===== config.mk =====
export PLATFORM = sky130hd
export DESIGN_NAME = rf_write_arbiter_flat
export DESIGN_NICKNAME = d
export VERILOG_FILES = /design/src/rtl/rf_pkg.sv /design/src/rtl/rf_write_arbiter_if.sv /design/src/rtl/rf_scoreboard.sv /design/src/rtl/rf_write_arbiter.sv /design/src/flat_wrapper.sv
export SDC_FILE = /design/constraint.sdc
export NUM_CORES = 1
export LEC_CHECK = 0
export ABC_AREA = 1
export CAP_MARGIN = 30
export CORE_MARGIN = 2
export CORE_UTILIZATION = 45
export DETAILED_ROUTE_END_ITERATION = 12
export GPL_ROUTABILITY_DRIVEN = 0
export PLACE_DENSITY = 0.85
export SETUP_SLACK_MARGIN = 0.02
export SYNTH_ARGS = -nofsm -noshare
export SYNTH_HDL_FRONTEND = slang
export SYNTH_HIERARCHICAL = 1
export SYNTH_SLANG_ARGS = --single-unit

===== constraint.sdc =====
create_clock -name clk -period 2.6 [get_ports clk]
set_input_delay 0.39 -clock clk [delete_from_list [all_inputs] [get_ports clk]]
set_output_delay 0.39 -clock clk [all_outputs]
set_load 0.01 [all_outputs]

===== src/rtl/rf_pkg.sv =====
// rf_pkg: shared register-file writeback widths, indices and request type.
package rf_pkg;
    localparam int DATA_W     = 32;
    localparam int ADDR_W     = 4;
    localparam int NREG       = 16;
    localparam int PC_IDX     = 15;
    localparam int STARVE_MAX = 3;
    localparam int STARVE_W   = $clog2(STARVE_MAX + 1);

    typedef logic [ADDR_W-1:0] rf_addr_t;
    typedef logic [DATA_W-1:0] rf_data_t;

    typedef struct packed {
        logic     valid;
        rf_addr_t addr;
        rf_data_t data;
    } wb_req_t;
endpackage


===== src/rtl/rf_write_arbiter_if.sv =====
// rf_write_arbiter_if: writeback requesters, reservation port and register-file write port.
interface rf_write_arbiter_if;
    import rf_pkg::*;
    logic            alu_valid;
    logic            alu_ready;
    rf_addr_t        alu_addr;
    rf_data_t        alu_data;
    logic            mem_valid;
    logic            mem_ready;
    rf_addr_t        mem_addr;
    rf_data_t        mem_data;
    logic            rsv_valid;
    rf_addr_t        rsv_addr;
    logic [NREG-1:0] busy_mask;
    logic            write_enable_ARd;
    rf_addr_t        Rd_Address;
    rf_data_t        Rd_data;
    logic            err_pc_write;

    modport master (
        output alu_valid, alu_addr, alu_data, mem_valid, mem_addr, mem_data, rsv_valid, rsv_addr,
        input  alu_ready, mem_ready, busy_mask, write_enable_ARd, Rd_Address, Rd_data, err_pc_write
    );
    modport slave (
        input  alu_valid, alu_addr, alu_data, mem_valid, mem_addr, mem_data, rsv_valid, rsv_addr,
        output alu_ready, mem_ready, busy_mask, write_enable_ARd, Rd_Address, Rd_data, err_pc_write
    );
endinterface


===== src/rtl/rf_scoreboard.sv =====
// rf_scoreboard: per-register pending bits; a new reservation beats a same-cycle completion.
module rf_scoreboard
    import rf_pkg::*;
(
    input  logic            clk,
    input  logic            rst_n,
    input  logic            set_en,
    input  rf_addr_t        set_addr,
    input  logic            clr_en,
    input  rf_addr_t        clr_addr,
    output logic [NREG-1:0] busy_mask
);
    logic [NREG-1:0] set_vec;
    logic [NREG-1:0] clr_vec;

    always_comb begin
        set_vec           = '0;
        clr_vec           = '0;
        set_vec[set_addr] = set_en && set_addr != rf_addr_t'(PC_IDX);
        clr_vec[clr_addr] = clr_en;
    end

    always_ff @(posedge clk) begin
        busy_mask <= !rst_n ? '0 : (busy_mask & ~clr_vec) | set_vec;
    end
endmodule


===== src/rtl/rf_write_arbiter.sv =====
// rf_write_arbiter: shares the register-file write port between ALU and load writeback,
// favouring loads but granting the ALU after STARVE_MAX consecutive losses.
module rf_write_arbiter
    import rf_pkg::*;
(
    input logic               clk,
    input logic               rst_n,
    rf_write_arbiter_if.slave bus
);
    logic [STARVE_W-1:0] starve_cnt;
    logic                alu_win;
    logic                mem_win;
    logic                pc_hit;
    wb_req_t             beat;

    always_comb begin
        alu_win = rst_n && bus.alu_valid && (!bus.mem_valid || starve_cnt == STARVE_W'(STARVE_MAX));
        mem_win = rst_n && bus.mem_valid && !alu_win;
        beat    = alu_win ? '{1'b1, bus.alu_addr, bus.alu_data} : '{mem_win, bus.mem_addr, bus.mem_data};
        pc_hit  = beat.valid && beat.addr == rf_addr_t'(PC_IDX);
    end

    assign bus.alu_ready = alu_win;
    assign bus.mem_ready = mem_win;

    // PC-targeted beats are consumed but leave the last written address/data in place
    always_ff @(posedge clk) begin
        if (!rst_n) begin
            starve_cnt           <= '0;
            bus.write_enable_ARd <= 1'b0;
            bus.err_pc_write     <= 1'b0;
            bus.Rd_Address       <= '0;
            bus.Rd_data          <= '0;
        end else begin
            starve_cnt           <= (bus.alu_valid && !alu_win)
                                    ? (starve_cnt == STARVE_W'(STARVE_MAX) ? starve_cnt : starve_cnt + 1'b1)
                                    : '0;
            bus.write_enable_ARd <= beat.valid && !pc_hit;
            bus.err_pc_write     <= pc_hit;
            if (beat.valid && !pc_hit) begin
                bus.Rd_Address <= beat.addr;
                bus.Rd_data    <= beat.data;
            end
        end
    end

    rf_scoreboard u_scoreboard (
        .clk       (clk),
        .rst_n     (rst_n),
        .set_en    (bus.rsv_valid),
        .set_addr  (bus.rsv_addr),
        .clr_en    (beat.valid),
        .clr_addr  (beat.addr),
        .busy_mask (bus.busy_mask)
    );
endmodule


===== src/flat_wrapper.sv =====
// flat-port wrapper written by rule: the top's interface ports become plain ports
module rf_write_arbiter_flat import rf_pkg::*;
  (clk, rst_n, bus_alu_valid, bus_alu_addr, bus_alu_data, bus_mem_valid, bus_mem_addr, bus_mem_data, bus_rsv_valid, bus_rsv_addr, bus_alu_ready, bus_mem_ready, bus_busy_mask, bus_write_enable_ARd, bus_Rd_Address, bus_Rd_data, bus_err_pc_write);
  rf_write_arbiter_if bus_i ();
  input logic clk;
  input logic rst_n;
  input wire logic [$bits(bus_i.alu_valid)-1:0] bus_alu_valid;
  input wire logic [$bits(bus_i.alu_addr)-1:0] bus_alu_addr;
  input wire logic [$bits(bus_i.alu_data)-1:0] bus_alu_data;
  input wire logic [$bits(bus_i.mem_valid)-1:0] bus_mem_valid;
  input wire logic [$bits(bus_i.mem_addr)-1:0] bus_mem_addr;
  input wire logic [$bits(bus_i.mem_data)-1:0] bus_mem_data;
  input wire logic [$bits(bus_i.rsv_valid)-1:0] bus_rsv_valid;
  input wire logic [$bits(bus_i.rsv_addr)-1:0] bus_rsv_addr;
  output wire logic [$bits(bus_i.alu_ready)-1:0] bus_alu_ready;
  output wire logic [$bits(bus_i.mem_ready)-1:0] bus_mem_ready;
  output wire logic [$bits(bus_i.busy_mask)-1:0] bus_busy_mask;
  output wire logic [$bits(bus_i.write_enable_ARd)-1:0] bus_write_enable_ARd;
  output wire logic [$bits(bus_i.Rd_Address)-1:0] bus_Rd_Address;
  output wire logic [$bits(bus_i.Rd_data)-1:0] bus_Rd_data;
  output wire logic [$bits(bus_i.err_pc_write)-1:0] bus_err_pc_write;
  assign bus_i.alu_valid = bus_alu_valid;
  assign bus_i.alu_addr = bus_alu_addr;
  assign bus_i.alu_data = bus_alu_data;
  assign bus_i.mem_valid = bus_mem_valid;
  assign bus_i.mem_addr = bus_mem_addr;
  assign bus_i.mem_data = bus_mem_data;
  assign bus_i.rsv_valid = bus_rsv_valid;
  assign bus_i.rsv_addr = bus_rsv_addr;
  assign bus_alu_ready = bus_i.alu_ready;
  assign bus_mem_ready = bus_i.mem_ready;
  assign bus_busy_mask = bus_i.busy_mask;
  assign bus_write_enable_ARd = bus_i.write_enable_ARd;
  assign bus_Rd_Address = bus_i.Rd_Address;
  assign bus_Rd_data = bus_i.Rd_data;
  assign bus_err_pc_write = bus_i.err_pc_write;
  rf_write_arbiter u_core (.clk(clk), .rst_n(rst_n), .bus(bus_i));
endmodule

==> out/qor.csv <==
metric;value;unit
die width;86.6;um
worst slew margin relative to its limit;68.5;%
Worst IR Drop VDD;0.219;mV
M3 GR Usage;7.14;%
DRT iter0 DRCs;137;
Static Leak;0.00211;uW
actual transition at the worst max-transition pin;0.471;ns
cell type group with the largest total delay on the critical path;buffers and inverters;
Max Fanout on Critical Path;7;
clock input transition at the sequential cells of the worst setup and hold paths;0.09;ns
Diodes inserted;0;
register bit total from synthesis;56;
setup violators final;0;
Worst Path Required;2.21;ns
Residual DRC;0;
largest incremental delay on the critical path;0.54;ns
yosys warns;6;
post-synth net total;569;
via/cell ratio;4.86;
Fin. Hold Viols;0;
class of the worst hold path;reg -> reg;
global routing met2 resource utilization;39.0;%
number of nets with antenna violations after detailed routing;0;
clk_lat worst skew;0.30;ns
clock tree from TritonCTS;done;
category of the critical setup timing path;in -> out;
clock tree root buffer cell;clkbuf_8;
slack of the worst reg-to-reg path;0.67;ns
kind of end point of the critical path;output pin;
count of fill cells added during filler insertion;585;
first-pass GRT wire length;13600;um
highest clock rate;431;MHz
maximum number of pins on one net before global-route repair;68;
unrepaired setup endpoints after global routing;no;
DIE AREA;7500;um2
post-CTS resize count;0;
post-synthesis instance total;487;
Total Neg Setup Slack;0;ns
Post-CTS Setup Bufs;0;
Rows;30;
H-Tree Level Count;2;
WL/cell;12.1;um
mean cell area of the mapped netlist;6.30;um2
final clock skew;0.00848;ns
min cycle time layout;2.32;ns
met1 global-route usage;26.5;%
wirelength, routed;8350;um
vias in the first global route;3071;
half-perimeter wire length after placement;6380;um
cells along the critical path;clkdlybuf4s50_1 > nand2_2 > nand2_4 > clkinv_1 > nor2_1 > clkdlybuf4s50_1;
share of synthesized area occupied by flip-flops and latches;36.5;%
part of the cycle the worst path needs;89.3;%
worst hold-check slack;0.462;ns
grt peak-use layer;met2;
post-synthesis instance area;3070;um2
area delta synth->final;48.5;%
fraction of layout cells with a size suffix above 1;7.50;%
final net count;694;
global route total overflow;0;
total via count after detailed routing;3368;
library cell appearing most often on the critical path;clkdlybuf4s50_1;
number of clock sinks seen by CTS;56;
CTS hold repair buffers;0;
count of boundary I/O pins;137;
cell with the biggest individual delay on the critical path;clkdlybuf4s50_1;
CP Launch Type;input pin;
most common cell after layout, fill and taps aside;nand2_1;
Longest Clk Path Bufs;2;
post-synthesis cell type count;22;
overall track demand over capacity in global routing;22.6;%
Inserted Clock Buffers;5;
commonest non-fill, non-tap cells in the layout;nand2_1, clkdlybuf4s50_1, inv_1, dfxtp_1, nand3_1;
power per unit of standard cell area;435;nW/um2
CORE AREA;6680;um2
initial standard-cell utilization of the core;45.9;%
number of max-slew violations in the final report;0;
router iterations before antenna repair;4;
run status;complete, no violations;
max-cap check violation count;0;
number of buffers inserted by port buffering;136;
CP Data Arrival Time;1.93;ns
die height;86.6;um
Bufs and invs on worst path;3;
antenna violations before repair;0;
-- synthesized netlist by cell type --
cell type	number	share of area (%)
o21ai_0	4	0.65
a21oi_1	31	5.1
nor3b_2	1	0.41
buf_6	3	1.1
ha_1	1	0.41
inv_2	8	0.98
nor3_1	1	0.16
o21ai_1	8	1.3
nand3b_1	3	0.73
nand2_4	1	0.37
inv_1	63	7.7
dfxtp_1	56	37
nand2_2	2	0.41
a21oi_2	20	5.7
clkbuf_1	11	1.3
nor2_1	43	5.3
clkinv_1	1	0.12
nand2_1	159	19
o21bai_1	8	2.0
a211oi_1	1	0.24
nand3_1	50	8.2
buf_2	12	2.0
-- worst paths after layout --
kind / cells after the start / from / end
hold / removal: 1 / u_core/starve_cnt[0] / u_core/starve_cnt[0]
hold reg to reg: 1 / u_core/starve_cnt[0] / u_core/starve_cnt[0]
setup / recovery: 6 / bus_mem_valid / bus_mem_ready
setup reg to reg: 12 / u_core/starve_cnt[0] / u_core/bus.Rd_data[6]
-- area by class of cell --
cell class	instances	area [um2]	area share (%)
Sequential cell	56	1120	24.6
Clock buffer	8	90.1	1.98
Tap cell	80	100	2.20
Multi-Input combinational cell	333	1540	33.8
Timing Repair Buffer	144	1430	31.5
Inverter	72	270	5.93
-- cell families after synthesis --
| kind of cell | count (synthesis) | share of synthesized area (%) |
|---|---|---|
| compound gates | 72 | 14.9 |
| fa+ha+maj | 1 | 0.408 |
| buf+inv | 98 | 13.2 |
| flops | 56 | 36.5 |
| simple gates | 260 | 34.9 |
-- metrics by stage --
step / instances / instance area (um2) / util, % / total power (uW) / worst slack (ns)
after CTS: 693 / 4560 / 68.2 / 2000 / 0.289
after global placement: 685 / 4470 / 66.9 / 1510 / 0.339
after detailed placement: 685 / 4470 / 66.9 / 1520 / 0.300
after floorplan: 487 / 3070 / - / 1240 / 0.914
final: 693 / 4560 / 68.2 / 1980 / 0.278
after global routing: 693 / 4560 / 68.2 / 2110 / 0.161
-- metal layers --
layer  wire length, um  vias to the layer above
met5                 0                        -
met1              3390                     1469
li1                  -                     1750
met4               178                        0
met2              4000                      132
met3               779                       17
-- state kept, by name, indices dropped and copies added (netlist names) --
name,flops
u_core/starve_cnt,2
u_core/u_scoreboard/busy_mask,16
u_core/bus.err_pc_write,1
u_core/bus.Rd_data,32
u_core/bus.write_enable_ARd,1
u_core/bus.Rd_Address,4
-- report_power, final --
part	leakage (uW)	internal [uW]	total [uW]	switching, uW
clock	0.0000455	218	478	260
sequential	0.000460	913	946	33.7
combinational	0.00160	299	557	258
total	0.00211	1430	1980	552
(Power assumes the default switching activity.)
